### src/rtl/ahb_arbiter_pkg.sv
// ahb_arbiter_pkg: shared AHB encodings, bus widths and the burst-length helper.
// The width macros replace a separate ahb_defines.vh and may be predefined by the build.
`ifndef AHB_ADDR_WIDTH
`define AHB_ADDR_WIDTH 32
`endif
`ifndef AHB_DATA_WIDTH
`define AHB_DATA_WIDTH 32
`endif

package ahb_arbiter_pkg;
    typedef enum logic [1:0] {HTRANS_IDLE, HTRANS_BUSY, HTRANS_NONSEQ, HTRANS_SEQ} htrans_e;
    typedef enum logic [2:0] {
        HBURST_SINGLE, HBURST_INCR, HBURST_WRAP4, HBURST_INCR4,
        HBURST_WRAP8, HBURST_INCR8, HBURST_WRAP16, HBURST_INCR16
    } hburst_e;
    typedef enum logic [1:0] {HRESP_OKAY, HRESP_ERROR, HRESP_RETRY, HRESP_SPLIT} hresp_e;

    // Beats still to come after the NONSEQ: 0, 3, 7 or 15 from HBURST[2:1]
    function automatic logic [3:0] burst_load(input logic [2:0] hburst);
        return hburst[2:1] == 2'b00 ? 4'd0 : {hburst[2] & hburst[1], hburst[2], 2'b11};
    endfunction

    function automatic logic [1:0] next_idx(input logic [1:0] i);
        return i == 2'd2 ? 2'd0 : i + 2'd1;
    endfunction
endpackage

### src/rtl/ahb_arb_sel.sv
// ahb_arb_sel: combinational request-to-master selector.
// Fixed priority M1 > M0 > M2 by default; round-robin from ptr+1 when AHB_ARB_RR_EN is defined.
module ahb_arb_sel
    import ahb_arbiter_pkg::*;
#(
    parameter logic [1:0] DEFAULT_MASTER = 2'd0
) (
    input  logic [2:0] req,
    input  logic [1:0] ptr,
    output logic [1:0] sel
);
`ifdef AHB_ARB_RR_EN
    logic [1:0] s1, s2, s3;
    always_comb begin
        s1 = next_idx(ptr);
        s2 = next_idx(s1);
        s3 = next_idx(s2);
        sel = req[s1] ? s1 : req[s2] ? s2 : req[s3] ? s3 : DEFAULT_MASTER;
    end
`else
    logic unused_ptr;
    assign unused_ptr = ^ptr;
    assign sel = req[1] ? 2'd1 : req[0] ? 2'd0 : req[2] ? 2'd2 : DEFAULT_MASTER;
`endif
endmodule

### src/rtl/ahb_arbiter.sv
// ahb_arbiter: three-master AHB arbiter with lock/burst grant holding and master-side muxes.
// Define AHB_ARB_RR_EN for round-robin selection instead of fixed priority.
module ahb_arbiter
    import ahb_arbiter_pkg::*;
#(
    parameter logic [1:0] DEFAULT_MASTER = 2'd0
) (
    input  logic                       HCLK,
    input  logic                       HRESETn,
    input  logic                       HBUSREQ_M0,
    input  logic                       HBUSREQ_M1,
    input  logic                       HBUSREQ_M2,
    input  logic                       HLOCK_M0,
    input  logic                       HLOCK_M1,
    input  logic                       HLOCK_M2,
    output logic                       HGRANT_M0,
    output logic                       HGRANT_M1,
    output logic                       HGRANT_M2,
    input  logic [`AHB_ADDR_WIDTH-1:0] HADDR_M0,
    input  logic [`AHB_ADDR_WIDTH-1:0] HADDR_M1,
    input  logic [`AHB_ADDR_WIDTH-1:0] HADDR_M2,
    input  logic [1:0]                 HTRANS_M0,
    input  logic [1:0]                 HTRANS_M1,
    input  logic [1:0]                 HTRANS_M2,
    input  logic                       HWRITE_M0,
    input  logic                       HWRITE_M1,
    input  logic                       HWRITE_M2,
    input  logic [2:0]                 HSIZE_M0,
    input  logic [2:0]                 HSIZE_M1,
    input  logic [2:0]                 HSIZE_M2,
    input  logic [2:0]                 HBURST_M0,
    input  logic [2:0]                 HBURST_M1,
    input  logic [2:0]                 HBURST_M2,
    input  logic [`AHB_DATA_WIDTH-1:0] HWDATA_M0,
    input  logic [`AHB_DATA_WIDTH-1:0] HWDATA_M1,
    input  logic [`AHB_DATA_WIDTH-1:0] HWDATA_M2,
    output logic [`AHB_ADDR_WIDTH-1:0] HADDR_M,
    output logic [1:0]                 HTRANS_M,
    output logic                       HWRITE_M,
    output logic [2:0]                 HSIZE_M,
    output logic [2:0]                 HBURST_M,
    output logic [`AHB_DATA_WIDTH-1:0] HWDATA_M,
    input  logic                       HREADY_S,
    input  logic [1:0]                 HRESP_S,
    output logic [1:0]                 HMASTER,
    output logic                       HMASTLOCK
);
    logic [2:0] req, lock;
    logic [1:0] grant, sel, ptr, hmaster_d;
    logic [3:0] cnt, cnt_nxt;
    logic       held;

    assign req  = {HBUSREQ_M2, HBUSREQ_M1, HBUSREQ_M0};
    assign lock = {HLOCK_M2, HLOCK_M1, HLOCK_M0};

    ahb_arb_sel #(.DEFAULT_MASTER(DEFAULT_MASTER)) u_sel (
        .req(req),
        .ptr(ptr),
        .sel(sel)
    );

    always_comb begin
        cnt_nxt = HTRANS_M == HTRANS_NONSEQ ? burst_load(HBURST_M) :
                  HTRANS_M == HTRANS_SEQ    ? (cnt == 4'd0 ? 4'd0 : cnt - 4'd1) :
                  HTRANS_M == HTRANS_IDLE   ? 4'd0 : cnt;
        held = lock[grant] || cnt_nxt != 4'd0;
    end

    always_ff @(posedge HCLK or negedge HRESETn) begin
        if (!HRESETn) begin
            grant     <= DEFAULT_MASTER;
            HMASTER   <= DEFAULT_MASTER;
            hmaster_d <= DEFAULT_MASTER;
            HMASTLOCK <= 1'b0;
            cnt       <= 4'd0;
        end else if (HREADY_S) begin
            cnt       <= cnt_nxt;
            grant     <= held ? grant : sel;
            HMASTER   <= grant;
            HMASTLOCK <= lock[grant];
            hmaster_d <= HMASTER;
        end else if (HRESP_S != HRESP_OKAY) begin
            cnt <= 4'd0;
        end
    end

`ifdef AHB_ARB_RR_EN
    // Pointer tracks the last master actually handed the bus on request, not idle defaults
    always_ff @(posedge HCLK or negedge HRESETn) begin
        if (!HRESETn)
            ptr <= DEFAULT_MASTER;
        else if (HREADY_S && !held && sel != grant && req[sel])
            ptr <= sel;
    end
`else
    assign ptr = DEFAULT_MASTER;
`endif

    assign HGRANT_M0 = grant == 2'd0;
    assign HGRANT_M1 = grant == 2'd1;
    assign HGRANT_M2 = grant == 2'd2;

    always_comb begin
        HADDR_M  = HMASTER == 2'd1 ? HADDR_M1  : HMASTER == 2'd2 ? HADDR_M2  : HADDR_M0;
        HTRANS_M = HMASTER == 2'd1 ? HTRANS_M1 : HMASTER == 2'd2 ? HTRANS_M2 : HTRANS_M0;
        HWRITE_M = HMASTER == 2'd1 ? HWRITE_M1 : HMASTER == 2'd2 ? HWRITE_M2 : HWRITE_M0;
        HSIZE_M  = HMASTER == 2'd1 ? HSIZE_M1  : HMASTER == 2'd2 ? HSIZE_M2  : HSIZE_M0;
        HBURST_M = HMASTER == 2'd1 ? HBURST_M1 : HMASTER == 2'd2 ? HBURST_M2 : HBURST_M0;
        HWDATA_M = hmaster_d == 2'd1 ? HWDATA_M1 : hmaster_d == 2'd2 ? HWDATA_M2 : HWDATA_M0;
    end
endmodule

### config.mk
export PLATFORM = sky130hd
export DESIGN_NAME = ahb_arbiter
export DESIGN_NICKNAME = d
export VERILOG_FILES = /design/src/rtl/ahb_arbiter_pkg.sv /design/src/rtl/ahb_arb_sel.sv /design/src/rtl/ahb_arbiter.sv
export SDC_FILE = /design/constraint.sdc
export NUM_CORES = 1
export LEC_CHECK = 0
export BUFFER_PORTS_ARGS = -buffer_cell sky130_fd_sc_hd__clkbuf_2
export CORE_AREA = 10 10 111 113
export DETAILED_ROUTE_END_ITERATION = 10
export DIE_AREA = 0 0 121 123
export SYNTH_ARGS = -nofsm -noshare
export SYNTH_HDL_FRONTEND = slang
export SYNTH_SLANG_ARGS = --single-unit
### constraint.sdc
create_clock -name HCLK -period 5.5 [get_ports HCLK]
set_input_delay 0 -clock HCLK [delete_from_list [all_inputs] [get_ports HCLK]]
set_output_delay 0 -clock HCLK [all_outputs]
set_load 0.05 [all_outputs]
After elaboration in Yosys (flattened, before gate mapping)
Index checks and enable logic that the tools add are counted.
{"block": "word_totals", "output_inout_bits": 79, "in_bits": 230, "reg_bits": 11}
{"block": "op_classes", "n_mux": 24, "eq_ne": 8, "n_addsub": 1, "bitwise_logic": 2, "reduce_logical": 9, "order_cmp": 1}
{"cell": "$mux 32", "n": 4}
{"cell": "$mux 4", "n": 7}
{"cell": "$mux 3", "n": 4}
{"cell": "$eq 2x2->1 const B", "n": 5}
{"cell": "$mux 2", "n": 5}
{"cell": "$eq 2x1->1 const B", "n": 3}
{"cell": "$logic_not 2->1", "n": 3}
{"cell": "$logic_not 4->1", "n": 1}
{"cell": "$reduce_bool 2->1", "n": 2}
{"cell": "$reduce_bool 4->1", "n": 1}
{"cell": "$sub 4x1->4 const B", "n": 1}
{"cell": "$lt 2x3->1 const B", "n": 1}
{"cell": "$mux 1", "n": 3}
{"cell": "$bmux 1 s2", "n": 1}
{"cell": "$reduce_and 2->1", "n": 1}
{"cell": "$and 1x1->1", "n": 1}
{"cell": "$logic_or 1x1->1", "n": 1}
{"cell": "$not 1->1", "n": 1}

Logic depth before layout (Yosys ltp)
Gate-level depths: netlist of run 1.
{"block": "depth", "depth_word": 11, "depth_mapped": 9, "mapped_depth_nobuf": 7}

Cells and area by module
Synthesis of run 1 repeated with hierarchy kept, for this count alone.
{"block": "unflattened", "hier_cells": 389, "hier_area_um2": 2896.5}
{"module": "ahb_arbiter", "instances": 1, "area_per_inst_um2": 2876.5, "cells_each": 387, "seq_area_each_um2": 275.3}
{"module": "ahb_arb_sel", "instances": 1, "area_per_inst_um2": 20.0, "cells_each": 2, "seq_area_each_um2": 0.0}

Worst setup path before layout of run 1
OpenSTA, ideal clock, no wires.
{"block": "synth_timing", "path_type": "reg2reg", "start": "register HMASTER[1]", "end": "register grant[0]", "n_path_buf": 2, "t_arrival_ps": 2691, "path_stages_with_launch": 9, "setup_slack_ps": 2681, "required_ps": 5372, "synth_period_minus_slack_ps": 2819, "setup_ps": 128, "path_cell_list": "dfrtp_1 -> buf_6 -> buf_12 -> mux2i_1 -> mux2i_1 -> a21oi_1 -> a31oi_1 -> nor3_2 -> mux2_1"}
{"block": "synth_between", "elab_cells_between_ends": 19, "cone_classes": "eq/ne (4); mux (8); bitwise (2); reduce/logical (5)"}
{"element": "from (decl)", "line_no": "ahb_arbiter.sv:45", "source": "output logic [1:0] HMASTER,"}
{"element": "from (signal assigned)", "line_no": "ahb_arbiter.sv:79", "source": "HMASTER <= grant;"}
{"element": "$eq 2x2->1", "line_no": "ahb_arbiter.sv:108", "source": "HBURST_M = HMASTER == 2'd1 ? HBURST_M1 : HMASTER == 2'd2 ? HBURST_M2 : HBURST_M0;"}
{"element": "$mux 3", "line_no": "ahb_arbiter.sv:108"}
{"element": "$mux 3 (*)", "line_no": "ahb_arbiter.sv:108"}
{"element": "net HBURST_M[2]", "line_no": "ahb_arbiter.sv:41", "source": "output logic [2:0] HBURST_M,"}
{"element": "$logic_not 2->1 or $and 1x1->1 (tied branches)", "line_no": "ahb_arbiter_pkg.sv:20", "source": "return hburst[2:1] == 2'b00 ? 4'd0 : {hburst[2] & hburst[1], hburst[2], 2'b11};"}
{"element": "$mux 4 (*)", "line_no": "ahb_arbiter_pkg.sv:20"}
{"element": "$mux 4 (*)", "line_no": "ahb_arbiter.sv:63", "source": "cnt_nxt = HTRANS_M == HTRANS_NONSEQ ? burst_load(HBURST_M) :"}
{"element": "$reduce_bool 4->1 (*)", "line_no": "ahb_arbiter.sv:66", "source": "held = lock[grant] || cnt_nxt != 4'd0;"}
{"element": "$logic_or 1x1->1 (*)", "line_no": "ahb_arbiter.sv:66"}
{"element": "$not 1->1 (no source line) (*)"}
{"element": "$reduce_and 2->1 (no source line) (*)"}
{"element": "to (signal assigned)", "line_no": "ahb_arbiter.sv:78", "source": "grant <= held ? grant : sel;"}
{"element": "to (decl)", "line_no": "ahb_arbiter.sv:49", "source": "logic [1:0] grant, sel, ptr, hmaster_d;"}
Mark *: on every way through the listed nets, which the timed path passes. The rest lies on a longest branch.
A chain may end at the register's enable or synchronous reset.

Worst setup path in the final report of run 1
{"block": "layout_timing", "start": "register hmaster_d[0]", "end": "output HWDATA_M[20]"}
{"block": "layout_between", "elab_chain_cells": 3, "elab_cells_between_ends": 4, "cone_classes": "eq/ne (2); mux (2)"}
{"element": "from (decl)", "line_no": "ahb_arbiter.sv:49"}
{"element": "from (signal assigned)", "line_no": "ahb_arbiter.sv:73", "source": "hmaster_d <= DEFAULT_MASTER;"}
{"element": "from (signal assigned)", "line_no": "ahb_arbiter.sv:81", "source": "hmaster_d <= HMASTER;"}
{"element": "$eq 2x2->1", "line_no": "ahb_arbiter.sv:109", "source": "HWDATA_M = hmaster_d == 2'd1 ? HWDATA_M1 : hmaster_d == 2'd2 ? HWDATA_M2 : HWDATA_M0;"}
{"element": "$mux 32", "line_no": "ahb_arbiter.sv:109"}
{"element": "$mux 32 (*)", "line_no": "ahb_arbiter.sv:109"}
{"element": "to (decl)", "line_no": "ahb_arbiter.sv:42", "source": "output logic [`AHB_DATA_WIDTH-1:0] HWDATA_M,"}
Every way passes the cells marked *; elsewhere a longest branch is shown, timed or not.

==> impl_results.md, run 1 <==
- Root Driver: clkbuf_8
- Period utilization: 0.551
- Crit-path most repeated cell: nor2_1
- Synth Net Count: 596
- CTS buffer count: 3
- Post-Synthesis Cells: 366
- Remaining design rule violation count: 0
- Clk sinks: 11
- # rows: 37
- Outcome: completed
- Post-synth top flop: dfrtp_1
- Post-synthesis xor/xnor area fraction: 0.00343
- Synthesized area: 2550 um^2
- Final GP Congestion: 0.904
- Post_cts resized: 0
- CP Data Arrival Time: 3.03 ns
- Share of the synthesized area in the top cell type: 0.231
- Setup_tns: 0 ns
- Synth warn: 0
- CTS tree: built
- Lkg Pwr: 2.11 nW
- Tot Pwr: 0.00299 W
- DRT Wirelength: 13400 um
- EDFF count, synth: 0
- Layout cell share with drive strength beyond 1: 0.501
- Drt initial violations: 196
- Drt pass-1 iters: 5
- Clock buffer depth: 2
- IO Port Bufs: 308
- Crit. End Element: output port
- Main area contributors after synthesis: mux2i_1, a211oi_1, nor2b_1
- Final HPWL DP: 11600 um
- Max Cap Viol: 0
- WP depth: 5
- Crit path launch type: register
- Largest net degree at the start of global routing: 87
- CP delay by family, top: simple AND/OR/NAND/NOR gates
- Synthesis-to-finish area growth: 64.0%
- Crit path max fanout: 23
- Sequential fraction of the synthesis area: 0.108
- CP required: 5.50 ns
- GRT Total Usage: 0.156
- Async S/R FF share, synth: 1.00
- Max incr delay on CP: 0.77 ns
- Clk_skew: 0.00125 ns
- First-pass GRT wire length: 19300 um
- Ant. Diodes: 0
- Slew Limit Headroom: 0.373
- Final Setup Violations: 0
- Initial core utilization: 0.252
- Worst Path Buf+Inv: 1
- Avg Inst Size Synth: 6.98 um^2
- RSZ-0062 raised after global routing: false
- Main combinational cell family by area after synthesis: compound AO/OA/AOI/OAI gates
- #FFs+latches synth: 11
- R2R depth: 6
- Worst-Margin Slew: 0.940 ns
- Max-slew violation count: 0
- Die ar.: 14900 um^2
- Vias in the first global route: 3601
- Yosys cell types: 33
- Vias per Instance: 4.79
- Hold Crit Class: in -> reg
- Vias: 3752
- Period minus WS final: 3.03 ns
- NumNets Final: 878
- Fmax: 0.330 GHz
- Antenna Violating Nets Remaining: 0
- Core area: 10100 um^2
- Gr ovfl total: 0
- Most common cell after layout, fill and taps aside: clkbuf_2
- DIE HEIGHT: 123 um
- Synth area leader: mux2i_1
- I/O pins: 309
- Final hold violations: 0
- IR drop worst, VDD: 329 uV
- Simple-Gate Fraction of Synth Area: 0.240
- Most frequent cells in the layout: clkbuf_2, mux2i_1, nor2_1
- Adder-cell share of the synthesized area: 0
- Pre-CTS worst setup slack: 2.76 ns
- Fillers: 1051
- Cells along the critical path: nand2b_1 -> nand2_1 -> nor2_1 -> nor2_1 -> clkbuf_2
- Max H-tree Level: 1
- CP max stage cell: nand2b_1
- Worst Setup Slack, final: 2.47 ns
- Later-pin clock latency in the skew report: 0.23 ns
- Avg WL per Cell: 17.1 um
- Worst-path clk slew: 0.05 ns
- Hold Path Cell Cnt: 2
- Die Wd: 121 um
- WS Path Type: reg -> out
- Post-synthesis mux area share: 0.267
- Initial antenna violation count: 0
- Power Density: 713 nW/um^2
- Post-synthesis compound-gate area fraction: 0.317
path summary, 6_finish.rpt:
check	startpoint	to	slack, ns
worst max-delay path	hmaster_d[0]	HWDATA_M[20]	2.47
worst min-delay path	HBUSREQ_M1	grant[0]	0.008
worst max register to register	HMASTER[0]	grant[1]	2.86
worst min register to register	HMASTLOCK	HMASTLOCK	0.50
max in group asynchronous	HRESETn	HMASTER[1]	5.09
min in group asynchronous	HRESETn	cnt[2]	0.18
registers in the layout (all words and copies together) (netlist names):
register / flops
grant: 2
HMASTER: 2
hmaster_d: 2
cnt: 4
HMASTLOCK: 1
cell usage after synthesis (all sizes together) (3+ instances only):
| cell | n |
|---|---|
| nor2 | 50 |
| a21oi | 49 |
| dfrtp | 11 |
| o22ai | 22 |
| nand2 | 10 |
| buf | 10 |
| a211oi | 47 |
| nand3 | 3 |
| o21ai | 4 |
| nor2b | 49 |
| clkbuf | 25 |
| mux2 | 8 |
| mux2i | 59 |
report_power, final:
group	internal, W	switching [W]	leakage [nW]	total (W)
Clock	0.0000506	0.0000274	0.0228	0.0000780
Combinational	0.000662	0.00204	1.95	0.00271
Sequential	0.000116	0.0000867	0.137	0.000203
Total	0.000829	0.00216	2.11	0.00299
cell type report:
class / count / area, um^2 / share of cell area
Inverter: 2 / 7.51 / 0.00179
Clock buffer: 4 / 45.0 / 0.0108
Tap cell: 136 / 170 / 0.0406
Multi-Input combinational cell: 318 / 2110 / 0.504
Sequential cell: 11 / 280 / 0.0669
Timing Repair Buffer: 312 / 1570 / 0.376
logic make-up (layout without fill, tap and decap cells):
logic type	after synthesis	in the layout
mux	67	67
compound gates	129	129
buf+inv	37	318
xor+xnor	1	1
flops	11	11
simple gates	121	121
what timing repair did:
item	4_1_cts	5_1_grt
hold buffers	1	0
setup buffers	0	0
endpoints found under the hold margin	11	0
worst register-to-register path: cells and delay by family, from the launching register on:
kind	cells	cell delay, ns
buffers and inverters	1	0.59
muxes	2	0.84
AOI/OAI and AO/OA	1	0.38
and+or+nand+nor	2	0.34
DFF	1	0.38
routing by layer:
layer | up-vias | global-route usage | share of wire
met3 | 2 | 0.0333 | 0.068
met5 | - | 0 | 0
met1 | 1680 | 0.179 | 0.38
met2 | 139 | 0.302 | 0.55
li1 | 1931 | - | -
met4 | 0 | 0.00679 | 0.00074
stage by stage:
step,instances,hold WS [ns],area (um^2),util
6_report,783,0.00755,4190,0.413
3_5_place_dp,778,-0.117,4130,0.408
4_1_cts,783,0.00109,4190,0.413
5_1_grt,783,0.0239,4190,0.413
2_1_floorplan,366,-0.296,2550,-
3_3_place_gp,778,-0.116,4130,0.408
(Power assumes the default switching activity.)
==> run 2, diff against run 1 <==
ABC_AREA = 1   (was not set)
clock period = 2.9 ns   (was 5.5 ns; I/O delays follow)
==> impl_results.md, run 2 <==
- Top Usage Layer GRT: met2 (unchanged)
- Post_cts resized: 0 (unchanged)
- Initial core utilization: 0.213 (was 0.252)
- Avg Inst Size Synth: 5.13 um^2 (was 6.98 um^2)
- Post-synth top flop: dfrtp_1 (unchanged)
- Period minus WS final: 2.29 ns
- Flop2flop setup slack: 0.91 ns (was 2.86 ns)
- IO Port Bufs: 308 (unchanged)
- Period utilization: 0.789
- Later-pin clock latency in the skew report: 0.24 ns (was 0.23 ns)
- DIE HEIGHT: 123 um (unchanged)
- Setup_tns: 0 ns (unchanged)
- Antenna Violating Nets Remaining: 0 (unchanged)
- Internal Dissipation: 0.00126 W (was 0.000829 W)
- Core area: 10100 um^2 (unchanged)
- Crit path launch type: register (unchanged)
- Die Wd: 121 um (unchanged)
- Vias: 3888 (was 3752)
- Net Sw Frac: 0.726 (was 0.722)
- Synth Net Count: 650 (was 596)
- Initial antenna violation count: 0 (unchanged)
- Fillers: 1152 (was 1051)
- Worst-Margin Slew: 0.704 ns (was 0.940 ns)
- Hold Path Cell Cnt: 3 (was 2)
- Yosys cell types: 27 (was 33)
- Clk sinks: 11 (unchanged)
- Largest net degree at the start of global routing: 44 (was 87)
- Placed instance area: 3810 um^2 (was 4130 um^2)
- Vias in the first global route: 3732 (was 3601)
- Synth warn: 0 (unchanged)
- Hold Crit Class: in -> reg (unchanged)
- Gr ovfl total: 0 (unchanged)
- Layout cell share with drive strength beyond 1: 0.485 (was 0.501)
- Proportion of power drawn by flip-flops and latches: 0.062 (was 0.068)
- Logic pwr share: 0.904 (was 0.906)
- Fin area: 3860 um^2 (was 4190 um^2)
- Share of the synthesized area in the top cell type: 0.301 (was 0.231)
- Outcome: completed (unchanged)
- Main area contributors after synthesis: nand2_1, dfrtp_1, a31oi_1 (was mux2i_1, a211oi_1, nor2b_1)
- Final HPWL DP: 11700 um (was 11600 um)
- Met1 Usage GRT: 0.174 (was 0.179)
- Largest register by flop count: cnt (unchanged)
- Largest register FFs: 4 (unchanged)
- CP required: 2.90 ns (was 5.50 ns)
- DRT Wirelength: 13500 um (was 13400 um)
- Crit path max fanout: 43 (was 23)
- Async S/R FF share, synth: 1.00 (unchanged)
- Remaining design rule violation count: 0 (unchanged)
- Clk_skew: 0.00869 ns (was 0.00125 ns)
- #FFs+latches synth: 11 (unchanged)
- Crit. End Element: output port (unchanged)
- Final Setup Violations: 0 (unchanged)
- Vias per Instance: 4.58 (was 4.79)
- Lkg Pwr: 2.31 nW (was 2.11 nW)
- Ant. Diodes: 0 (unchanged)
- GR met2 Demand/Resource: 0.307 (was 0.302)
- CTS buffer count: 3 (unchanged)
- Sequential fraction of the synthesis area: 0.128 (was 0.108)
- Met3 Resource Use GR: 0.0333 (unchanged)
- Power Density: 1190 nW/um^2 (was 713 nW/um^2)
- CP Data Arrival Time: 2.29 ns (was 3.03 ns)
- Die ar.: 14900 um^2 (unchanged)
- Root Driver: clkbuf_8 (unchanged)
- WS Path Type: reg -> out (unchanged)
- R2R depth: 14 (was 6)
- Post-synth top cells: nand2_1, nor2_1, a31oi_1, nand3_1, inv_1 (was mux2i_1, nor2_1, a21oi_1, nor2b_1, a211oi_1)
- Drt pass-1 iters: 6 (was 5)
- First-pass GRT wire length: 19600 um (was 19300 um)
- Most common cell after layout, fill and taps aside: clkbuf_2 (unchanged)
- Synthesized area: 2160 um^2 (was 2550 um^2)
- GRT Total Usage: 0.156 (about the same)
- Synth area leader: nand2_1 (was mux2i_1)
- # rows: 37 (unchanged)
- Final GP Congestion: 0.885 (was 0.904)
- Max H-tree Level: 1 (unchanged)
- NumNets Final: 944 (was 878)
- Post-Synthesis Cells: 420 (was 366)
- Fmax: 0.437 GHz
- Switching Power: 0.00334 W (was 0.00216 W)
- Clock buffer depth: 2 (unchanged)
- Max Cap Viol: 0 (unchanged)
- Drt initial violations: 232 (was 196)
- Synthesis-to-finish area growth: 79.1% (was 64.0%)
- RSZ-0062 raised after global routing: false (unchanged)
- Most common cell in the netlist: nand2_1 (was mux2i_1)
- Final hold violations: 0 (unchanged)
- I/O pins: 309 (unchanged)
- Worst-path clk slew: 0.05 ns (about the same)
- EDFF count, synth: 0 (unchanged)
- Max-slew violation count: 0 (unchanged)
- CTS tree: built (unchanged)
- Most frequent cells in the layout: clkbuf_2, nand2_1, nor2_1 (was clkbuf_2, mux2i_1, nor2_1)
- Slew Limit Headroom: 0.529 (was 0.373)
- Clock Power Share: 0.034 (was 0.026)
- IR drop worst, VDD: 611 uV (was 329 uV)
- Avg WL per Cell: 15.9 um (was 17.1 um)
-- run 2: cell type report --
cell class / count / area (um^2) / share of cell area
inverter: 18 / 67.6 / 0.0175
sequential: 11 / 275 / 0.0713
timing repair buffer: 314 / 1590 / 0.412
tap: 136 / 170 / 0.0441
multi-input combinational: 366 / 1710 / 0.444
clock buffer: 4 / 45.0 / 0.0117
-- run 2: power groups by stage --
stage | combinational [W] | sequential, W | clock, W
floorplan | 0.00314 | 0.000318 | 0
finish | 0.00415 | 0.000285 | 0.000157
global placement | 0.00414 | 0.000284 | 0
global route | 0.00443 | 0.000295 | 0.000168
detailed placement | 0.00417 | 0.000286 | 0
CTS | 0.00418 | 0.000284 | 0.000160
-- run 2: logic make-up after synthesis --
family	after synthesis	synth area share
buffers and inverters	43	0.0795
AOI/OAI and AO/OA	57	0.161
DFF	11	0.128
and+or+nand+nor	309	0.632
-- run 2: what timing repair did --
item / 4_1_cts / 5_1_grt
setup endpoints to repair: 0 / 0
buffers inserted: 0 / 0
hold buffers: 1 / 0
endpoints found under the hold margin: 11 / 0
-- run 2: worst paths after layout --
check	to	startpoint
min in group asynchronous	HMASTER[0]	HRESETn
max in group asynchronous	cnt[1]	HRESETn
worst max-delay path	HADDR_M[29]	HMASTER[1]
worst min register to register	HMASTLOCK	HMASTLOCK
worst min-delay path	grant[0]	HBUSREQ_M1
worst max register to register	grant[1]	HMASTER[0]
-- run 2: critical path, stage by stage (launching register included) --
cell and delay [ns]:
dfrtp_1 0.51, inv_2 0.10, nand2_4 0.33, buf_4 0.45, nor2_1 0.08, a31oi_1 0.22, clkbuf_2 0.32
-- run 2: metrics by stage --
stage          setup WS (ns)  cells  total power [W]   util  hold WS [ns]
3_5_place_dp           0.891    844          0.00445  0.375        -0.106
2_1_floorplan          0.595    420          0.00346      -        -0.296
3_3_place_gp           0.950    844          0.00442  0.375        -0.109
5_1_grt                0.481    849          0.00489  0.381        0.0411
4_1_cts                0.617    849          0.00462  0.381       0.00460
6_report               0.612    849          0.00459  0.381       0.00889
-- run 2: layer usage --
| metal | routed length, um | vias to the layer above |
|---|---|---|
| met5 | 0 | - |
| met4 | 71 | 0 |
| met3 | 1010 | 8 |
| met2 | 7400 | 174 |
| met1 | 4980 | 1740 |
| li1 | - | 1966 |
==> run 3, diff against run 2 <==
ABC_AREA = 0   (was 1)
PLACE_DENSITY = 0.67   (was not set)
clock period = 2.04 ns   (was 2.9 ns; I/O delays follow)
==> impl_results.md, run 3 (synthesis results as in run 1) <==
- Worst-path clk slew: 0.06 ns (was 0.05 ns)
- Fillers: 929 (was 1152)
- Max incr delay on CP: 0.53 ns (was 0.51 ns)
- IO Port Bufs: 308 (unchanged)
- CP Data Arrival Time: 2.27 ns (was 2.29 ns)
- I/O pins: 309 (unchanged)
- Final HPWL DP: 12500 um (was 11700 um)
- Period utilization: 1.05
- CP required: 2.16 ns (was 2.90 ns)
- Vias: 4026 (was 3888)
- Fmax: 0.465 GHz
- NumNets Final: 901 (was 944)
- Synthesis-to-finish area growth: 112% (was 79.1%)
- Die ar.: 14900 um^2 (unchanged)
- CTS tree: built (unchanged)
- Most frequent cells in the layout: clkbuf_2, nor2_1, mux2i_1, nor2b_1 (was clkbuf_2, nand2_1, nor2_1)
- Clock buffer depth: 2 (unchanged)
- Ant. Diodes: 0 (unchanged)
- Flop2flop setup slack: -0.11 ns (was 0.91 ns)
- Pre-CTS worst setup slack: -0.0994 ns (was 0.891 ns)
- Drt pass-1 iters: 4 (was 6)
- Hold Crit Start: HBUSREQ_M1 (unchanged)
- Crit path max fanout: 6 (was 43)
- Final Setup Violations: 2 (was 0)
- RR Startpoint: HMASTER[1] (was HMASTER[0])
- Proportion of power drawn by flip-flops and latches: 0.040 (was 0.062)
- Internal Dissipation: 0.00399 W (was 0.00126 W)
- Hold Crit Class: in -> reg (unchanged)
- Core area: 10100 um^2 (unchanged)
- Power Density: 2000 nW/um^2 (was 1190 nW/um^2)
- Cells along the critical path: mux2i_1 -> mux2_4 -> buf_6 -> clkinvlp_4 -> o211ai_1 -> nand4_1 -> nor3_2 -> mux2_1 (was inv_2 -> nand2_4 -> buf_4 -> nor2_1 -> a31oi_1 -> clkbuf_2)
- Outcome: finished with violations (was completed)
- Most common cell after layout, fill and taps aside: clkbuf_2 (unchanged)
- Avg WL per Cell: 19.0 um (was 15.9 um)
- Failing checks: setup timing
- R2R depth: 8 (was 14)
- Final hold violations: 0 (unchanged)
- Drt initial violations: 281 (was 232)
- Critical Path Start: HMASTER[1] (unchanged)
- Clock Power Share: 0.021 (was 0.034)
- Root Driver: clkbuf_8 (unchanged)
- CP max stage cell: dfrtp_4 (was dfrtp_1)
- Switching Power: 0.00685 W (was 0.00334 W)
- Later-pin clock latency in the skew report: 0.25 ns (was 0.24 ns)
- Remaining design rule violation count: 0 (unchanged)
- First-pass GRT wire length: 22300 um (was 19600 um)
- Critical path destination: grant[1] (was HADDR_M[29])
- Vias per Instance: 5.00 (was 4.58)
- Largest register FFs: 4 (unchanged)
- Initial antenna violation count: 0 (unchanged)
- Setup_tns: -0.193 ns (was 0 ns)
- GRT Total Usage: 0.180 (was 0.156)
- Final GP Congestion: 0.902 (was 0.885)
- Largest register by flop count: cnt (unchanged)
- DRT Wirelength: 15300 um (was 13500 um)
- Tot Pwr: 0.0108 W (was 0.00459 W)
- Lkg Pwr: 2.47 nW (was 2.31 nW)
- Max H-tree Level: 1 (unchanged)
- Slew Limit Headroom: 0.669 (was 0.529)
- Vias in the first global route: 4122 (was 3732)
- Worst-Margin Slew: 0.497 ns (was 0.704 ns)
- Crit. End Element: register (was output port)
- Worst Setup Slack, final: -0.108 ns (was 0.612 ns)
- Logic pwr share: 0.938 (was 0.904)
- Layout cell share with drive strength beyond 1: 0.643 (was 0.485)
- Net Sw Frac: 0.632 (was 0.726)
- Max-slew violation count: 0 (unchanged)
- WS Path Type: reg -> reg (was reg -> out)
- Period minus WS final: 2.15 ns
- RSZ-0062 raised after global routing: true (was false)
- Gr ovfl total: 0 (unchanged)
- Post-Place Cells: 794 (was 844)
- DIE HEIGHT: 123 um (unchanged)
- Initial core utilization: 0.252 (was 0.213)
- Footprint of the multi-input gates: 2730 um^2 (was 1710 um^2)
- Clk sinks: 11 (unchanged)
- Max Cap Viol: 0 (unchanged)
- # rows: 37 (unchanged)
- Die Wd: 121 um (unchanged)
- CTS buffer count: 3 (unchanged)
- Largest net degree at the start of global routing: 63 (was 44)
- Clk_skew: 0.0112 ns (was 0.00869 ns)
- Antenna Violating Nets Remaining: 0 (unchanged)
- Final Util: 0.535 (was 0.381)
- FF+latch area: 283 um^2 (was 275 um^2)
- IR drop worst, VDD: 979 uV (was 611 uV)
- Fin cells: 806 (was 849)
- Worst R2R End: grant[1] (unchanged)
- Crit path launch type: register (unchanged)
run 3: how the worst min path moves through the flow:
| stage | cells past startpoint | endpoint | slack (ns) |
|---|---|---|---|
| 4_1_cts | 2 | grant[0] | 0.01 |
| 5_1_grt | 2 | grant[0] | 0.03 |
| 3_3_place_gp | 1 | HMASTLOCK | -0.11 |
| 3_5_place_dp | 1 | HMASTLOCK | -0.11 |
| 6_report | 2 | grant[0] | 0.02 |
| 2_1_floorplan | 0 | HMASTER[0] | -0.30 |
run 3: through the flow:
| step | cell area (um^2) | hold WS [ns] |
|---|---|---|
| global route | 5420 | 0.0278 |
| floorplan | 2980 | -0.296 |
| finish | 5420 | 0.0205 |
| CTS | 5270 | 0.0146 |
| detailed placement | 5030 | -0.106 |
| global placement | 5030 | -0.111 |
run 3: area by class of cell:
| cell class | count | area share |
|---|---|---|
| Sequential cell | 11 | 0.0521 |
| Tap cell | 136 | 0.0314 |
| Clock buffer | 4 | 0.00831 |
| Multi-Input combinational cell | 318 | 0.503 |
| Timing Repair Buffer | 335 | 0.402 |
| Inverter | 2 | 0.00300 |
run 3: critical path, delay by kind of cell (launching register included):
kind,cells,cell delay (ns)
flops,1,0.53
compound gates,1,0.14
mux,3,0.71
buf+inv,2,0.24
simple gates,2,0.41
run 3: timing repair:
action / CTS / global route
hold buffers: 1 / 0
pin swaps: 3 / 2
endpoints found under the hold margin: 11 / 0
cloned: 1 / 1
setup buffers: 4 / 1
endpoints found under the setup margin: 30 / 33
gates resized for setup: 23 / 34
run 3: power by group through the flow:
stage	Clock, W	Sequential [W]	Combinational, W
6_report	0.000232	0.000438	0.0102
2_1_floorplan	0	0.000479	0.00662
5_1_grt	0.000244	0.000459	0.0107
4_1_cts	0.000236	0.000430	0.00997
3_5_place_dp	0	0.000427	0.00967
3_3_place_gp	0	0.000419	0.00952
run 3: metal layers:
layer  part of all wire  GRT usage  vias to the layer above  wire (um)
li1                   -          -                     1966          -
met1               0.37      0.207                     1869       5650
met2               0.55      0.335                      175       8440
met3              0.069     0.0397                       16       1060
met4              0.013     0.0339                        0        199
met5                  0          0                        -          0
